## src/rtl/display_pkg.sv

```systemverilog
// display_pkg: shared state and select encodings for the display arbiter.
package display_pkg;
  typedef enum logic [1:0] {IDLE = 2'b00, SHOW_A = 2'b01, SHOW_B = 2'b10} state_t;
  localparam logic SEL_A = 1'b0;
  localparam logic SEL_B = 1'b1;
endpackage

```

## src/rtl/hold_timer.sv

```systemverilog
// hold_timer: saturating minimum-hold counter; expired once it reaches HOLD_CYCLES-1.
module hold_timer #(
  parameter int HOLD_CYCLES = 25_000_000
) (
  input  logic clk,
  input  logic reset,
  input  logic clear,
  input  logic enable,
  output logic expired
);
  localparam int W = $clog2(HOLD_CYCLES);
  localparam logic [W-1:0] MAX = W'(HOLD_CYCLES - 1);
  logic [W-1:0] cnt_q, cnt_d;
  assign expired = cnt_q == MAX;
  always_comb cnt_d = clear ? '0 : (enable && !expired) ? cnt_q + 1'b1 : cnt_q;
  always_ff @(posedge clk) cnt_q <= reset ? '0 : cnt_d;
endmodule

```

## src/rtl/display_arbiter.sv

```systemverilog
// display_arbiter: round-robin owner of the shared display with minimum hold time and lock.
module display_arbiter
  import display_pkg::*;
#(
  parameter int HOLD_CYCLES = 25_000_000
) (
  input  logic clk,
  input  logic reset,
  input  logic req_a,
  input  logic req_b,
  input  logic lock,
  output logic sel,
  output logic blank,
  output logic grant_a,
  output logic grant_b,
  output logic switch_pulse
);
  state_t state_q, state_d;
  logic sel_q, sel_d, pulse_q, pulse_d, expired, own, other;
  always_comb begin
    state_d = state_q;
    own = state_q == SHOW_A ? req_a : req_b;
    other = state_q == SHOW_A ? req_b : req_a;
    if (!lock) begin
      if (state_q == IDLE)
        state_d = req_a ? SHOW_A : req_b ? SHOW_B : IDLE;
      else if (!own || (expired && other))
        state_d = !other ? IDLE : state_q == SHOW_A ? SHOW_B : SHOW_A;
    end
    sel_d = state_d == SHOW_A ? SEL_A : state_d == SHOW_B ? SEL_B : sel_q;
    pulse_d = state_d != state_q;
  end
  always_ff @(posedge clk) begin
    if (reset) begin
      state_q <= IDLE;
      sel_q <= SEL_A;
      pulse_q <= 1'b0;
    end else begin
      state_q <= state_d;
      sel_q <= sel_d;
      pulse_q <= pulse_d;
    end
  end
  // every state change restarts the hold window, so entry always begins at zero
  hold_timer #(.HOLD_CYCLES(HOLD_CYCLES)) u_timer (
    .clk(clk),
    .reset(reset),
    .clear(pulse_d),
    .enable(!lock && state_q != IDLE),
    .expired(expired)
  );
  assign grant_a = state_q == SHOW_A;
  assign grant_b = state_q == SHOW_B;
  assign blank = !grant_a && !grant_b;
  assign sel = sel_q;
  assign switch_pulse = pulse_q;
endmodule
```

## config.mk

```make
export PLATFORM = sky130hd
export DESIGN_NAME = display_arbiter
export DESIGN_NICKNAME = d
export VERILOG_FILES = /design/src/rtl/display_pkg.sv /design/src/rtl/hold_timer.sv /design/src/rtl/display_arbiter.sv
export SDC_FILE = /design/constraint.sdc
export NUM_CORES = 1
export LEC_CHECK = 0
export BUFFER_PORTS_ARGS = -buffer_cell sky130_fd_sc_hd__buf_2
export CAP_MARGIN = 10
export CORE_UTILIZATION = 54
export CTS_CLUSTER_SIZE = 14
export DETAILED_ROUTE_END_ITERATION = 7
export GPL_ROUTABILITY_DRIVEN = 1
export GPL_TIMING_DRIVEN = 1
export PLACE_DENSITY = 0.75
export SETUP_SLACK_MARGIN = 0.2
export SYNTH_ARGS = -nofsm -noshare
export SYNTH_HDL_FRONTEND = slang
export SYNTH_SLANG_ARGS = --single-unit
```

## constraint.sdc

```tcl
create_clock -name clk -period 2.3 [get_ports clk]
set_clock_uncertainty 0.15 [all_clocks]
set_input_delay 0.23 -clock clk [delete_from_list [all_inputs] [get_ports clk]]
set_output_delay 0.23 -clock clk [all_outputs]
set_load 0.02 [all_outputs]
```

==> out/qor.csv <==
stage,metric,value,unit
grt,first-pass GRT wire length,6090,um
grt,GRT Total Usage,24.1,%
outcome,violated checks,DRC,
min_path,hold crit path type,input port to flop,
timing,Fmax,0.472,GHz
outcome,status,finished with violations,
clock_tree,clk_lat worst skew,0.31,ns
floorplan,total die area,0.00332,sq mm
power_and_ir_drop,Lkg Pwr,0.000715,uW
timing,Rel. slew slack,77.9,%
synthesis,Syn Inst Count,196,
routing,initial drt markers,65,
timing,# setup viols final,0,
synthesis,"Seq/Total Area, Yosys",34.8,%
worst_setup_path,critical path class,flop to flop,
worst_setup_path,CP Capture Type,flop,
synthesis,ys async rst share,0,%
clock_tree,CTS Buf Count,5,
routing,Post-Route WL,3650,um
worst_setup_path,kind of start point of the critical path,flop,
synthesis,most common flop cell mapped by yosys,dfxtp_1,
timing,Worst Tran Pin Value,0.329,ns
floorplan,die width,57.6,um
synthesis,yosys warns,0,
synthesis,Yosys cell types,44,
worst_setup_path,slowest CP cell,dfxtp_4,
finish,fin nets,224,
floorplan,I/O pin count,10,
grt,GRT overflow,0,
grt,largest net degree at the start of global routing,14,
finish,P&R area growth vs syn,19.0,%
finish,Fill cells,231,
timing,RSZ-0062 raised after global routing,true,
clock_tree,clk root buf,clkbuf_4,
finish,final design utilization,69.6,%
clock_tree,clock buffer depth,2,
floorplan,Core Area,0.00285,sq mm
routing,drt via density,5.83,
synthesis,syn_nets,205,
floorplan,num rows,19,
clock_tree,CTS tree,built,
clock_tree,clk slew on worst S/H paths,0.08,ns
run,Max-Cap Viols,0,
place,I/O Buffers,9,
routing,final antenna-violating net count,0,
worst_setup_path,WP data required,2.36,ns
synthesis,Synth Cell Area,0.00167,sq mm
timing,Final Critical Period,2.12,ns
timing,Hold WS,0.218,ns
floorplan,Die Height,57.6,um
routing,Via Count,1435,
worst_setup_path,"slowest stage delay, CP",0.41,ns
timing,fin. max-slew vios,0,
routing,1st-pass router iterations,6,
grt,initial antenna violation count,0,
worst_setup_path,crit-path cells,"inv_4, ha_4, nand2b_4, a311o_1, o21ai_2, a21oi_2, o211ai_4, buf_6, clkbuf_16, nor2_1",
timing,fin crit share,92.2,%
routing,DRC viols,1,
worst_setup_path,Worst Path Arrival,2.18,ns
routing,routed len/inst,14.8,um
power_and_ir_drop,maximum VDD drop,0.000483,V
synthesis,Post-Syn Area per Cell,8.52,sq um
timing,"Hold Violations, Final",0,
clock_tree,H-tree Lvls,2,
clock_tree,clock sinks,29,
finish,Diodes inserted,0,
synthesis,"EDFF count, synth",0,
place,routability cong.,0.790,
place,detailed placer's ending HPWL,2460,um
floorplan,Starting Density,58.5,%
synthesis,"flops & latches, synth",29,
grt,vias in the first global route,1357,
power_and_ir_drop,pwr/cell area,520,mW/mm^2
timing,Sum Neg Setup Slack,0,ns
worst_setup_path,critical path peak fanout,8,
finish,layout cell share with drive strength beyond 1,26.0,%
[cell families (layout without fill, tap and decap cells)]
group	Yosys count	count (layout)	synth area share, %
compound gates	28	28	12.2
xor+xnor	24	24	12.6
fa+ha+maj	4	4	3.00
buf+inv	16	35	5.10
flops	29	29	34.8
mux	3	3	1.87
simple gates	92	92	30.4
[worst max-delay path, delay by kind of cell (launching register included)]
family | cells | cell delay, ns
and+or+nand+nor | 2 | 0.19
buffers and inverters | 3 | 0.34
DFF | 1 | 0.41
AOI/OAI and AO/OA | 4 | 0.73
adders and majority gates | 1 | 0.18
[what timing repair did]
item	in CTS	in global routing
hold buffers	1	0
pin swaps	2	5
hold endpoints to repair	3	0
resized for setup	8	15
gates cloned	1	1
buffers inserted	4	3
endpoints found under the setup margin	27	27
[layout by cell type, fill, tap and decap left out, types with 3 or more instances in the layout]
cell       n
inv_1      6
o21ai_0    3
xor2_1    11
and4_1     5
nand2_1   13
nor2_1    28
nor3_1     6
dfxtp_1   27
buf_2      9
a21oi_1    5
nor2b_1    3
buf_4      5
nand4_1    8
nor2_2     5
clkbuf_4   5
and3_1     3
xnor2_1   13
nand3_1    4
a21oi_2    4
[worst paths after layout]
path | from | end | slack, ns | depth (start not counted)
setup / recovery | state_q[0] | u_timer.cnt_q[15] | 0.18 | 10
hold / removal | lock | switch_pulse | 0.22 | 3
setup reg to reg | state_q[0] | u_timer.cnt_q[15] | 0.18 | 10
hold reg to reg | sel | sel | 0.33 | 2
[stage by stage]
step	worst slack (ns)	area, sq um	instances	total power, uW
after floorplan	0.185	1700	196	655
after global placement	0.195	1740	229	677
after detailed placement	0.113	1740	229	682
after CTS	0.220	1890	242	1010
after global routing	0.121	1990	246	1090
final	0.179	1990	246	1030
[registers in the layout (all words and copies together), names as in the netlist]
signal and count:
sel 1, state_q 2, switch_pulse 1, u_timer.cnt_q 25
[power breakdown]
part           internal, uW  switching, uW  leakage (uW)
Sequential              510           9.48      0.000236
Clock                   144            152     0.0000314
Combinational           104            113      0.000448
Total                   757            274      0.000715
[layer usage]
| layer | global-route usage, % | share of wire (%) | up-vias |
|---|---|---|---|
| met5 | 0 | 0 | - |
| met4 | 10.1 | 0.88 | 0 |
| met3 | 4.99 | 4.6 | 4 |
| met2 | 40.7 | 51 | 41 |
| met1 | 29.7 | 44 | 665 |
| li1 | - | - | 725 |
[Yosys cell counts (2+ instances only)]
master    count  area (sq um)
nand4_1       8          50.1
ha_1          4          50.1
inv_1         8          30.0
nand2b_1      2          12.5
buf_6         2          22.5
nor4_2        2          25.0
a311o_1       2          20.0
and3_1        4          25.0
and2_1        2          12.5
nor3_1        6          30.0
dfxtp_1      29           581
xor2_1       11          96.3
xnor2_1      13           114
buf_2         5          25.0
o21ai_0       3          15.0
nor2b_1       4          25.0
o211ai_1      2          15.0
nand3_1       5          25.0
a21oi_2       2          17.5
nor2_1       33           124
nand2_1      13          48.8
and4_1        5          43.8
mux2i_1       2          20.0
o21ai_1       3          15.0
a21oi_1       7          35.0
[final cells by class]
class	instances	area [sq um]	share of cell area [%]
clock buffers	7	55.1	2.77
inverters	8	37.5	1.89
multi-input cells	151	1080	54.3
flip-flops and latches	29	588	29.6
well taps	31	38.8	1.95
repair buffers	20	188	9.45
Power figures use the tool's default switching activity.
